==> src/rtl/alu.sv <==
// Registered ALU execute stage: eight 3-bit operations share one adder.
// Operands are captured on an in_valid edge; result and flags appear one cycle later.
module alu #(
    parameter int WIDTH = 4
) (
    input  logic             clk,
    input  logic             rst_n,
    input  logic             in_valid,
    input  logic [WIDTH-1:0] a,
    input  logic [WIDTH-1:0] b,
    input  logic [2:0]       control,
    output logic [WIDTH-1:0] res,
    output logic             carry_out,
    output logic             overflow,
    output logic             zero,
    output logic             out_valid
);

    typedef enum logic [2:0] {
        OP_AND    = 3'b000,
        OP_OR     = 3'b001,
        OP_ADD    = 3'b010,
        OP_RSVD   = 3'b011,
        OP_AND_NB = 3'b100,
        OP_OR_NB  = 3'b101,
        OP_SUB    = 3'b110,
        OP_SLT    = 3'b111
    } op_e;

    localparam int MSB = WIDTH - 1;

    op_e              w_op;
    logic [WIDTH-1:0] w_bmux;
    logic             w_cin;
    logic [WIDTH:0]   w_addFull;
    logic [WIDTH-1:0] w_sum;
    logic             w_addCarry;
    logic             w_addOvf;
    logic             w_lessThan;

    logic [WIDTH-1:0] w_res;
    logic             w_carry;
    logic             w_ovf;
    logic             w_zero;

    logic [WIDTH-1:0] r_res;
    logic             r_carry;
    logic             r_ovf;
    logic             r_zero;
    logic             r_valid;

    assign w_op = op_e'(control);

    // control[2] turns the shared adder into a subtractor: a + ~b + 1.
    assign w_bmux     = control[2] ? ~b : b;
    assign w_cin      = control[2];
    assign w_addFull  = {1'b0, a} + {1'b0, w_bmux} + {{WIDTH{1'b0}}, w_cin};
    assign w_sum      = w_addFull[WIDTH-1:0];
    assign w_addCarry = w_addFull[WIDTH];
    assign w_addOvf   = (a[MSB] == w_bmux[MSB]) && (w_sum[MSB] != a[MSB]);

    // Sign of the difference corrected by overflow keeps SLT right when a-b wraps.
    assign w_lessThan = w_sum[MSB] ^ w_addOvf;

    always_comb begin
        w_res   = '0;
        w_carry = 1'b0;
        w_ovf   = 1'b0;
        case (w_op)
            OP_AND:    w_res = a & b;
            OP_OR:     w_res = a | b;
            OP_ADD: begin
                w_res   = w_sum;
                w_carry = w_addCarry;
                w_ovf   = w_addOvf;
            end
            OP_RSVD:   w_res = '0;
            OP_AND_NB: w_res = a & ~b;
            OP_OR_NB:  w_res = a | ~b;
            OP_SUB: begin
                w_res   = w_sum;
                w_carry = w_addCarry;
                w_ovf   = w_addOvf;
            end
            OP_SLT:    w_res = {{(WIDTH-1){1'b0}}, w_lessThan};
            default:   w_res = '0;
        endcase
    end

    assign w_zero = (w_res == '0);

    always_ff @(posedge clk or negedge rst_n) begin
        if (!rst_n) begin
            r_res   <= '0;
            r_carry <= 1'b0;
            r_ovf   <= 1'b0;
            r_zero  <= 1'b0;
            r_valid <= 1'b0;
        end else begin
            r_valid <= in_valid;
            if (in_valid) begin
                r_res   <= w_res;
                r_carry <= w_carry;
                r_ovf   <= w_ovf;
                r_zero  <= w_zero;
            end
        end
    end

    assign res       = r_res;
    assign carry_out = r_carry;
    assign overflow  = r_ovf;
    assign zero      = r_zero;
    assign out_valid = r_valid;

endmodule

==> config.mk <==
export PLATFORM = sky130hd
export DESIGN_NAME = alu
export DESIGN_NICKNAME = d
export VERILOG_FILES = /design/src/rtl/alu.sv
export SDC_FILE = /design/constraint.sdc
export NUM_CORES = 1
export LEC_CHECK = 0
export CAP_MARGIN = 10
export CORE_UTILIZATION = 30
export CTS_CLUSTER_DIAMETER = 150
export DETAILED_ROUTE_END_ITERATION = 8
export DONT_BUFFER_PORTS = 1
export PLACE_DENSITY_LB_ADDON = 0.12
export SLEW_MARGIN = 20
export SYNTH_ARGS = -nofsm -noshare
export SYNTH_HDL_FRONTEND = slang
export SYNTH_SLANG_ARGS = --single-unit
==> constraint.sdc <==
create_clock -name clk -period 1.43 [get_ports clk]
set_clock_uncertainty 0.05 [all_clocks]
set_input_delay 0.143 -clock clk [delete_from_list [all_inputs] [get_ports clk]]
set_output_delay 0.143 -clock clk [all_outputs]
set_load 0.005 [all_outputs]
==> flow_metrics.env <==
export IMPL_num_vias=522
export IMPL_cap_violations=0
export IMPL_fp_dieH_um=48.0
export IMPL_layout_commonest_cell="buf_4"
export IMPL_die_width_um=48.0
export IMPL_outcome="finished with violations"
export IMPL_slew_headroom_pct=75.4
export IMPL_ys_warnings_count=0
export IMPL_port_buffers=0
export IMPL_synthSimpleGateAreaFrac_pct=7.68
export IMPL_cts_sinks=8
export IMPL_crit_path_max_fanout=7
export IMPL_dp_cells=95
export IMPL_worst_slack_ns=-0.133
export IMPL_violations="setup timing"
export IMPL_place_congestion=0.791
export IMPL_fin_crit_ns=1.56
export IMPL_clk_pin_slew_ns=0.05
export IMPL_critPathArrivalTime_ns=1.65
export IMPL_grt_overflow=0
export IMPL_cp_start_kind="input pin"
export IMPL_power_density_mw_per_mm2=854
export IMPL_finalHoldViolations=0
export IMPL_area_growth_pct=30.5
export IMPL_avgSynthCellArea_sq_um=10.3
export IMPL_grt_use_total_pct=13.3
export IMPL_syn_inst=62
export IMPL_clockBufferDepth=2
export IMPL_htreeDepth=1
export IMPL_synth_compound_area_share_pct=28.5
export IMPL_worst_pin_slew_ns=0.368
export IMPL_syn_nets=81
export IMPL_drc=0
export IMPL_drive_gt1_share_pct=31.1
export IMPL_drt_iter0_drc=15
export IMPL_grt_pass1_wl_um=2080
export IMPL_diodes=0
export IMPL_synthAdderAreaFrac_pct=12.6
export IMPL_wl_um=1400
export IMPL_dieArea_sq_mm=0.00231
export IMPL_avgViaCountPerCell=5.17
export IMPL_grt_max_degree=9
export IMPL_synth_xor_area_share_pct=9.65
export IMPL_cp_required_ns=1.52
export IMPL_core_area_sq_mm=0.00198
export IMPL_synthDistinctLibCells=29
export IMPL_ios=22
export IMPL_clock_latency_ns=0.25
export IMPL_place_area_sq_um=768
export IMPL_netlist_area_sq_um=636
export IMPL_power_leakage_nw=0.354
export IMPL_wl_per_cell_um=13.9
export IMPL_slew_violations=0
export IMPL_final_nets=95
export IMPL_postRouteAntennaNets=0
export IMPL_instances_no_fill=101
export IMPL_timing_setup_tns_ns=-0.412
export IMPL_synth_seq_area_share_pct=31.5
export IMPL_rsz0062_at_grt="true"
export IMPL_setup_viol=4
export IMPL_antenna_found_initial=0
export IMPL_period_share_pct=109
export IMPL_synth_area_mux_share_pct=5.91
export IMPL_dp_hpwl_um=1120
export IMPL_grt_pass1_vias=487
export IMPL_cts_root_buf="clkbuf_4"
export IMPL_vdd_drop_max_mv=0.649
export IMPL_top_usage_layer="met1"
export IMPL_design_area_sq_um=830
export IMPL_dr_pass1_iters=2
export IMPL_met1_usage_pct=18.4
export IMPL_hp_class="input pin to flip-flop"
export IMPL_worst_setup_path_end_kind="flip-flop"
export IMPL_grtUsageMet3_pct=8.30
export IMPL_synth_top_family_by_area="compound AO/OA/AOI/OAI gates"
export IMPL_ys_ff_latch=8
export IMPL_row_count=16
export IMPL_grt_util_met2_pct=18.4
export IMPL_crit_type="input pin to flip-flop"
export IMPL_postLayoutCoreUtil_pct=41.9
export IMPL_start_util_pct=32.1
export IMPL_cts_tree="done"
export IMPL_cts_buffers=3
export IMPL_fmax_mhz=640
export IMPL_layout_common_cells="9 x buf_4, 8 x dfrtp_1, 5 x xor2_1, 5 x nand2_1"
==> cell families after synthesis <==
family / after synthesis
DFF: 8
xor gates and xnor gates: 7
muxes: 3
AOI/OAI and AO/OA: 22
adders and majority gates: 6
and+or+nand+nor: 11
buffers and inverters: 5
==> critical path, stage by stage <==
cell and delay (ns):
xor2_4 0.19, ha_4 0.23, a21o_1 0.16, a31o_4 0.23, xor2_1 0.14, a221o_1 0.33
buf_4 0.14, o21a_1 0.09
==> path summary, 6_finish.rpt <==
kind | start | end | slack [ns] | cells past startpoint
worst max-delay path | control[2] | res[3] | -0.13 | 8
min in group asynchronous | rst_n | overflow | 0.18 | 1
worst max register to register | res[2] | res[2] | 0.60 | 1
worst min-delay path | in_valid | res[1] | 0.01 | 2
worst min register to register | res[3] | res[3] | 0.46 | 1
max in group asynchronous | rst_n | res[1] | 0.87 | 1
==> layer usage <==
metal	up-vias	share of wire [%]	wire length, um
met4	0	0	0
li1	255	-	-
met3	0	9.1	128
met5	-	0	0
met2	19	44	616
met1	248	47	659
==> Yosys cell counts, drive strengths merged <==
cell     number  area [sq um]
a211o         1          8.76
a32oi         1          8.76
a221o         1          10.0
o21ai         4          20.0
o32ai         1          8.76
a21o          2          15.0
xor2          7          61.3
clkbuf        1          3.75
nor4b         1          8.76
nand2         5          18.8
buf           1          11.3
nor2b         1          6.26
a21oi         4          20.0
o21bai        1          7.51
o2bb2ai       1          8.76
a2111oi       1          15.0
a221oi        1          8.76
o21a          1          7.51
fa            1          20.0
a31o          1          17.5
mux2          3          37.5
dfrtp         8           200
ha            4          50.1
a32o          1          10.0
nor2          4          15.0
maj3          1          10.0
a2bb2oi       1          15.0
inv           3          11.3
==> state kept, by name (all words and copies together), names as in the netlist <==
register and count:
res 4, overflow 1, carry_out 1, zero 1, out_valid 1
==> area by class of cell <==
class,instances,area [sq um]
Clock buffer,3,22.5
Fill cell,205,1150
Inverter,3,11.3
Multi-Input combinational cell,49,474
Sequential cell,8,200
Tap cell,27,33.8
Timing Repair Buffer,11,87.6
==> power breakdown <==
part / internal [mW] / switching [mW] / total, mW
sequential: 0.254 / 0.0211 / 0.275
clock: 0.0960 / 0.0765 / 0.173
combinational: 0.147 / 0.113 / 0.260
total: 0.498 / 0.210 / 0.708
==> what timing repair did <==
item                                   4_1_cts  5_1_grt
pin swaps                                    9        5
setup buffers                                1        1
setup endpoints to repair                    4        4
endpoints found under the hold margin       15        0
hold buffers                                 2        0
gates resized for setup                      2        0
==> per-stage QoR <==
stage / hold WS, ns / power [mW] / worst slack [ns]
6_report: 0.00986 / 0.708 / -0.133
5_1_grt: 0.00415 / 0.777 / -0.234
4_1_cts: 0.00208 / 0.723 / -0.174
3_5_place_dp: -0.202 / 0.519 / -0.476
3_3_place_gp: -0.202 / 0.516 / -0.467
2_1_floorplan: -0.203 / 0.459 / -0.491
Note: power is estimated with default switching activity, not from simulation.
